## src/rtl/bp_be_pkg.sv

```systemverilog
// Shared types for the backend redirect sequencer: processor config, FSM states and
// the branch-training entry carried to the frontend predictor.
`define BP_BE_BRANCH_UPDATE_WIDTH(vaddr_mp) (2*(vaddr_mp)+1)

package bp_be_pkg;

  typedef enum logic {e_bp_default_cfg} bp_params_e;

  localparam int vaddr_width_gp = 39;

  function automatic int bp_vaddr_width(bp_params_e cfg);
    case (cfg)
      e_bp_default_cfg: return vaddr_width_gp;
      default:          return vaddr_width_gp;
    endcase
  endfunction

  typedef enum logic {
    e_idle,
    e_redirect
  } bp_be_redirect_state_e;

  typedef struct packed {
    logic [vaddr_width_gp-1:0] pc;
    logic                      taken;
    logic [vaddr_width_gp-1:0] tgt;
  } bp_be_branch_update_s;

endpackage

```

## src/rtl/bsg_fifo_1r1w_small.sv

```systemverilog
// Small lossy 1-read/1-write FIFO: a push into a full queue is dropped unless the
// head is popped in the same cycle. accept_o reports whether the push was taken.
module bsg_fifo_1r1w_small #(
  parameter int width_p = 8,
  parameter int els_p   = 4
) (
  input  logic               clk_i,
  input  logic               reset_i,
  input  logic               v_i,
  input  logic [width_p-1:0] data_i,
  output logic               accept_o,
  output logic               v_o,
  output logic [width_p-1:0] data_o,
  input  logic               yumi_i
);

  localparam int ptr_w = $clog2(els_p);

  logic [ptr_w:0]       r_wptr;
  logic [ptr_w:0]       r_rptr;
  logic [width_p-1:0]   r_mem [els_p];
  logic                 w_full;
  logic                 w_empty;
  logic                 w_enq;
  logic                 w_deq;

  // Extra pointer MSB distinguishes full from empty when the indices match.
  assign w_full  = (r_wptr[ptr_w] != r_rptr[ptr_w]) &&
                   (r_wptr[ptr_w-1:0] == r_rptr[ptr_w-1:0]);
  assign w_empty = (r_wptr == r_rptr);
  assign w_deq   = yumi_i & ~w_empty;
  assign w_enq   = v_i & (~w_full | w_deq);

  assign accept_o = w_enq;
  assign v_o      = ~w_empty;
  assign data_o   = r_mem[r_rptr[ptr_w-1:0]];

  always_ff @(posedge clk_i or posedge reset_i) begin
    if (reset_i) begin
      r_wptr <= '0;
      r_rptr <= '0;
    end else begin
      if (w_enq) r_wptr <= r_wptr + {{ptr_w{1'b0}}, 1'b1};
      if (w_deq) r_rptr <= r_rptr + {{ptr_w{1'b0}}, 1'b1};
    end
  end

  always_ff @(posedge clk_i) begin
    if (w_enq) r_mem[r_wptr[ptr_w-1:0]] <= data_i;
  end

endmodule

```

## src/rtl/bp_be_redirect_ctl.sv

```systemverilog
// Backend redirect sequencer: holds one mispredict redirect until the frontend takes it
// and queues training updates. Optional counters enabled by BP_BE_REDIRECT_STATS_EN.
module bp_be_redirect_ctl
  import bp_be_pkg::*;
#(
  parameter bp_params_e bp_params_p   = e_bp_default_cfg,
  parameter int         update_els_p  = 4,
  localparam int        vaddr_width_p = bp_vaddr_width(bp_params_p)
) (
  input  logic                     clk_i,
  input  logic                     reset_i,
  input  logic                     br_v_i,
  input  logic                     br_branch_i,
  input  logic                     br_btaken_i,
  input  logic [vaddr_width_p-1:0] br_pc_i,
  input  logic [vaddr_width_p-1:0] br_npc_i,
  input  logic [vaddr_width_p-1:0] pred_npc_i,
  input  logic                     flush_i,
  output logic                     redirect_v_o,
  output logic [vaddr_width_p-1:0] redirect_npc_o,
  input  logic                     redirect_yumi_i,
  output logic                     update_v_o,
  output logic [vaddr_width_p-1:0] update_pc_o,
  output logic                     update_taken_o,
  output logic [vaddr_width_p-1:0] update_tgt_o,
  input  logic                     update_ready_i,
  output logic                     stall_o,
  output logic                     mispredict_o
`ifdef BP_BE_REDIRECT_STATS_EN
  ,
  output logic [31:0]              branch_cnt_o,
  output logic [31:0]              mispredict_cnt_o,
  output logic [31:0]              drop_cnt_o
`endif
);

  bp_be_redirect_state_e r_state;
  bp_be_redirect_state_e w_state_n;
  logic [vaddr_width_p-1:0] r_redirect_npc;
  logic                     r_mispredict;
  logic                     w_mispredict;
  logic                     w_capture;
  logic                     w_enq;
  logic                     w_fifo_accept;
  logic                     w_fifo_v;
  bp_be_branch_update_s     w_enq_data;
  bp_be_branch_update_s     w_head;

  assign w_mispredict = br_v_i & (br_npc_i != pred_npc_i);

  always_comb begin
    w_state_n = r_state;
    w_capture = 1'b0;
    w_enq     = 1'b0;
    case (r_state)
      e_idle: begin
        w_capture = w_mispredict & ~flush_i;
        w_enq     = br_v_i & br_branch_i & ~flush_i;
        if (w_capture) w_state_n = e_redirect;
      end
      // Flush and yumi both return to idle; on flush the held target is simply abandoned.
      e_redirect: begin
        if (flush_i | redirect_yumi_i) w_state_n = e_idle;
      end
      default: w_state_n = e_idle;
    endcase
  end

  always_ff @(posedge clk_i or posedge reset_i) begin
    if (reset_i) begin
      r_state        <= e_idle;
      r_redirect_npc <= '0;
      r_mispredict   <= 1'b0;
    end else begin
      r_state      <= w_state_n;
      r_mispredict <= w_capture;
      if (w_capture) r_redirect_npc <= br_npc_i;
    end
  end

  assign redirect_v_o   = (r_state == e_redirect);
  assign stall_o        = (r_state == e_redirect);
  assign redirect_npc_o = r_redirect_npc;
  assign mispredict_o   = r_mispredict;

  assign w_enq_data.pc    = br_pc_i;
  assign w_enq_data.taken = br_btaken_i;
  assign w_enq_data.tgt   = br_npc_i;

  bsg_fifo_1r1w_small #(
    .width_p (`BP_BE_BRANCH_UPDATE_WIDTH(vaddr_width_gp)),
    .els_p   (update_els_p)
  ) u_update_fifo (
    .clk_i    (clk_i),
    .reset_i  (reset_i),
    .v_i      (w_enq),
    .data_i   (w_enq_data),
    .accept_o (w_fifo_accept),
    .v_o      (w_fifo_v),
    .data_o   (w_head),
    .yumi_i   (w_fifo_v & update_ready_i)
  );

  // Head data is masked while empty so stale storage never leaks onto the bus.
  assign update_v_o     = w_fifo_v;
  assign update_pc_o    = w_fifo_v ? w_head.pc    : '0;
  assign update_taken_o = w_fifo_v ? w_head.taken : 1'b0;
  assign update_tgt_o   = w_fifo_v ? w_head.tgt   : '0;

`ifdef BP_BE_REDIRECT_STATS_EN
  logic [31:0] r_branch_cnt;
  logic [31:0] r_mispredict_cnt;
  logic [31:0] r_drop_cnt;

  always_ff @(posedge clk_i or posedge reset_i) begin
    if (reset_i) begin
      r_branch_cnt     <= '0;
      r_mispredict_cnt <= '0;
      r_drop_cnt       <= '0;
    end else begin
      if (w_enq)                  r_branch_cnt     <= r_branch_cnt + 32'd1;
      if (w_capture)              r_mispredict_cnt <= r_mispredict_cnt + 32'd1;
      if (w_enq & ~w_fifo_accept) r_drop_cnt       <= r_drop_cnt + 32'd1;
    end
  end

  assign branch_cnt_o     = r_branch_cnt;
  assign mispredict_cnt_o = r_mispredict_cnt;
  assign drop_cnt_o       = r_drop_cnt;
`else
  logic w_unused_accept;
  assign w_unused_accept = w_fifo_accept;
`endif

endmodule
```

## config.mk

```make
export PLATFORM = sky130hd
export DESIGN_NAME = bp_be_redirect_ctl
export DESIGN_NICKNAME = d
export VERILOG_FILES = /design/src/rtl/bp_be_pkg.sv /design/src/rtl/bsg_fifo_1r1w_small.sv /design/src/rtl/bp_be_redirect_ctl.sv
export SDC_FILE = /design/constraint.sdc
export NUM_CORES = 1
export LEC_CHECK = 0
export ABC_AREA = 1
export BUFFER_PORTS_ARGS = -buffer_cell sky130_fd_sc_hd__buf_2
export CAP_MARGIN = 20
export CORE_MARGIN = 3
export CORE_UTILIZATION = 35
export CTS_CLUSTER_DIAMETER = 30
export DETAILED_ROUTE_END_ITERATION = 12
export SLEW_MARGIN = 20
export SYNTH_ARGS = -nofsm -noshare
export SYNTH_HDL_FRONTEND = slang
export SYNTH_HIERARCHICAL = 1
export SYNTH_SLANG_ARGS = --single-unit
```

## constraint.sdc

```tcl
create_clock -name clk_i -period 12.73 [get_ports clk_i]
set_clock_uncertainty 0.1 [all_clocks]
set_input_delay 1.273 -clock clk_i [delete_from_list [all_inputs] [get_ports clk_i]]
set_output_delay 1.273 -clock clk_i [all_outputs]
set_load 0.02 [all_outputs]
```

# Yosys cells after proc, flatten, opt, wreduce, memory -nomap -nowiden
# Memories as Yosys holds them, arrays and structs flattened.
# Index checks and enable logic that the tools add are counted.
# word_totals
ff_bits	47
latch_bits	0
ramBits	316
romBits	0
inputBits	125
out_inout_bits	122
elab_cells	36
mem_count	1
# classes
addsub	2
n_mul	0
n_div	0
magnitude_cmp	0
n_eq_ne	4
n_shift	0
n_mux	10
n_bitwise	13
n_reduce_logical	1
# mem_list
name	depth	width	read_ports	rd_ports_with_merged_regs	write_ports	line	rtl
u_update_fifo.r_mem	4	79	1	0	1	bsg_fifo_1r1w_small.sv:21	logic [width_p-1:0] r_mem [els_p];
# ops
op	count
$mux 39	2
$ne 39x39->1	1
$and 1x1->1	7
$mux 1	7
$add 3x1->3 const B	2
$not 1->1	4
$eq 3x3->1	1
$eq 2x2->1	1
$or 1x1->1	2
$pmux 1 s2	1
$logic_and 1x1->1	1
$ne 1x1->1	1

# Logic depth before layout (Yosys ltp)
# logic_depth
word_depth	8
mapped_depth	16
mapped_depth_nobuf	12

# By module
# The synthesis kept the hierarchy.
# modules_own_cells
module	instances	cells_each	area_each_um2	seq_area_each_um2
bsg_fifo_1r1w_small	1	825	12109.1	9639.2
bp_be_redirect_ctl	1	469	2855.2	1026.0

# Least setup slack after synthesis
# No wires, ideal clock.
# synth_path
path_kind	input-to-reg
start	input port flush_i
end	memory u_update_fifo/r_mem[0][0] (netlist name), enable pin
setup_ps	517
t_arrival_ps	5582
t_required_ps	12113
path_slack_ps	6531
cell_stages	5
path_buffers	1
path_cell_list	nor3b_1 > clkbuf_1 > and2_1 > nand2_4 > nor2_1
# synth_via
elab_chain_len	6
# synth_rtl
element	line	rtl
start: declaration	bp_be_redirect_ctl.sv:18	input logic flush_i,
$not 1->1	bp_be_redirect_ctl.sv:58	w_enq = br_v_i & br_branch_i & ~flush_i;
$and 1x1->1	bp_be_redirect_ctl.sv:58	
$mux 1	bp_be_redirect_ctl.sv:55	case (r_state)
via w_enq	bp_be_redirect_ctl.sv:43	logic w_enq;
$and 1x1->1	bsg_fifo_1r1w_small.sv:32	assign w_enq = v_i & (~w_full | w_deq);
$mux 1	bsg_fifo_1r1w_small.sv:49	if (w_enq) r_mem[r_wptr[ptr_w-1:0]] <= data_i;
$mux 1 (not written as such)	bsg_fifo_1r1w_small.sv:49	
end: declaration	bsg_fifo_1r1w_small.sv:21	
# The timed path passes the listed nets, and every way through them passes these cells.

# Worst setup path after layout
# layout_path
start	register u_update_fifo.r_rptr[1]
end	memory u_update_fifo/r_mem[3][15] (netlist name), enable pin
# layout_via
elab_chain_len	8
elab_cells_between_ends	11
classes_between	eq/ne (2); mux (2); bitwise (6); reduce/logical (1)
# layout_rtl
element	line	rtl
start: declaration	bsg_fifo_1r1w_small.sv:20	logic [ptr_w:0] r_rptr;
start signal: assignment	bsg_fifo_1r1w_small.sv:44	if (w_deq) r_rptr <= r_rptr + {{ptr_w{1'b0}}, 1'b1};
$eq 3x3->1	bsg_fifo_1r1w_small.sv:30	assign w_empty = (r_wptr == r_rptr);
$not 1->1	bsg_fifo_1r1w_small.sv:31, bsg_fifo_1r1w_small.sv:35	
$and 1x1->1	bp_be_redirect_ctl.sv:101	.yumi_i (w_fifo_v & update_ready_i)
$and 1x1->1	bsg_fifo_1r1w_small.sv:31	assign w_deq = yumi_i & ~w_empty;
$or 1x1->1 *	bsg_fifo_1r1w_small.sv:32	
$and 1x1->1 *	bsg_fifo_1r1w_small.sv:32	
$mux 1 *	bsg_fifo_1r1w_small.sv:49	
$mux 1 (not written as such) *	bsg_fifo_1r1w_small.sv:49	
# Every way passes the cells marked *; elsewhere a longest branch is shown, timed or not.

==> run summary <==
core footprint: 42,000 um2
WS Path Type: reg2reg
maximum vdd drop: 0.115 mV
antenna violations before repair: 0
Die Y: 213 um
Mapped Nets: 1,423
DP Wirelength: 23,800 um
htree depth: 3
global route overflow: 0
Worst Hold Class: reg2reg
worst setup margin: 7.50 ns
critical path data required time: 12.79 ns
final wirelength: 39,700 um
first-iteration detailed-routing DRC count: 697
setup repair bufs after CTS: 0
Die ar.: 45,300 um2
Vias/cell: 4.88
Pwr Density: 261 nW/um2
Mapped Cells: 1,293
Multi-input gate area: 3490 um2
clk slew on worst S/H paths: 0.05 ns
Leak Pwr: 8.01 nW
Hold WS: 0.366 ns
Final Non-Filler Cells: 2,153
max cap viols: 0
Max-Slew Margin vs Limit: 33.0%
total CTS buffers: 76
GP Congestion: 0.784
Final Setup Violations: 0
Setup crit end kind: flip-flop
Sw Ratio: 37.0%
critical path data arrival time: 5.30 ns
depth of the most critical reg-to-reg path: 12
Reg area: 10,700 um2
CTS Hold Bufs: 0
RSZ-0062 raised after global routing: no
Comb pwr share: 31.4%
Synth Warn #: 6
sequential fraction of design power: 29.2%
setup TNS: 0 ns
GRT Overall Usage: 17.4%
Clock Power Share: 39.4%
crit-path max FO: 85
Final Power: 5.02 mW
hold depth: 2
drt drc: 0
first drt pass iteration count: 6
status: complete, no violations
# fillers: 3,893
Power Internal: 3.16 mW
sw power: 1.86 mW
via count: 10,500
placed cell count: 2,012
CTS resizes: 0
worst skew pair latency: 0.56 ns
FP Rows: 75
fin crit share: 41.1%
fmax: 191 MHz
Die Wd: 213 um
number of I/O pins: 247
Root Driver: clkbuf_16
DP Worst Slack: 7.41 ns
CP Launch Type: flip-flop
global-route wire length before repair: 60,400 um
Final Max Slew Viols: 0
final hold vios: 0
CTS sink cnt: 363
post-synthesis cell area: 15,000 um2
WL per Instance: 18.4 um
fraction of layout cells with a size suffix above 1: 24.9%
Worst Tran Pin Value: 1.00 ns
Port-buffer cells: 246
initial core utilization: 35.6%
nets: 1,681
Clock Tree Buf Depth: 3
largest net degree at the start of global routing: 161
CTS tree: done
fin crit period: 5.23 ns
Area Overhead vs Synth: 28.4%
Avg Cell Area, Syn: 11.6 um2
vias in the first global route: 10,500
antenna viol nets, final: 0
[area by class of cell]
cell class,count,share of cell area [%]
Antenna cell,1,0.0130
Clock buffer,84,10.4
Clock inverter,56,3.24
Inverter,117,2.34
Multi-Input combinational cell,739,18.2
Sequential cell,363,55.6
Tap cell,539,3.51
Timing Repair Buffer,254,6.78
[worst paths after layout]
check | startpoint | to | slack (ns)
worst max-delay path | u_update_fifo/r_rptr[1]$_DFFE_PP0P_ | u_update_fifo/r_mem[3][15]$_DFFE_PP_ | 7.50
worst min-delay path | redirect_npc_o[23]$_DFFE_PP0P_ | redirect_npc_o[23]$_DFFE_PP0P_ | 0.37
worst max register to register | u_update_fifo/r_rptr[1]$_DFFE_PP0P_ | u_update_fifo/r_mem[3][15]$_DFFE_PP_ | 7.50
worst min register to register | redirect_npc_o[23]$_DFFE_PP0P_ | redirect_npc_o[23]$_DFFE_PP0P_ | 0.37
max in group asynchronous | reset_i | redirect_npc_o[6]$_DFFE_PP0P_ | 11.20
min in group asynchronous | reset_i | u_update_fifo/r_wptr[0]$_DFFE_PP0P_ | 0.57
[worst max-delay path, stage by stage, from the launching register on]
cell and delay (ns):
dfrtp_4 0.82, inv_4 0.80, nand2_1 0.11, nand2_1 0.12, nor2_2 0.06, nand2_4 0.65
nand2_1 0.12, inv_1 0.18, nor2_1 0.08, nand2_2 0.11, nand2_4 0.12, nor2_4 0.71
buf_4 0.76
[power by group through the flow]
stage	registers [mW]	clock network [mW]	logic, mW
6_report	1.46	1.98	1.58
5_1_grt	1.47	2.08	1.76
4_1_cts	1.46	2.01	1.61
3_5_place_dp	1.49	0	1.60
3_3_place_gp	1.48	0	1.59
2_1_floorplan	1.45	0	1.08
[layout by cell type (no fill, tap or decap), types with 3 or more instances in the layout]
cell        instances
buf_4               5
inv_8               5
xnor2_1            27
clkinv_1            6
edfxtp_1          316
nor2_4              4
nand2_1           237
ha_1                5
clkbuf_1            4
clkbuf_16          78
buf_6               3
clkinvlp_4         10
o21ai_0           147
inv_6              14
o22ai_1            79
clkinv_4            3
dfrtp_1            45
nor2_1            171
o21ai_1            11
nand3_1            46
inv_1             114
nand2_2             3
bufinv_16           9
buf_2             246
clkinv_2           10
[through the flow]
stage / area (um2) / utilization [%]
floorplan: 15000 / -
global placement: 16600 / 39.4
detailed placement: 16600 / 39.5
CTS: 19200 / 45.7
global route: 19200 / 45.7
finish: 19200 / 45.7
[per-layer routing]
layer / track usage, % / wire length, um
met5: 0 / 0
met4: 4.98 / 658
met3: 4.67 / 3000
met2: 28.5 / 19000
met1: 23.0 / 17000
[state kept, by name (all words and copies together), names as in the netlist]
register	cells
u_update_fifo/r_mem	316
redirect_npc_o	39
u_update_fifo/r_rptr	3
u_update_fifo/r_wptr	3
mispredict_o	1
redirect_v_o	1
No activity file was read; power rests on OpenSTA's default activity.
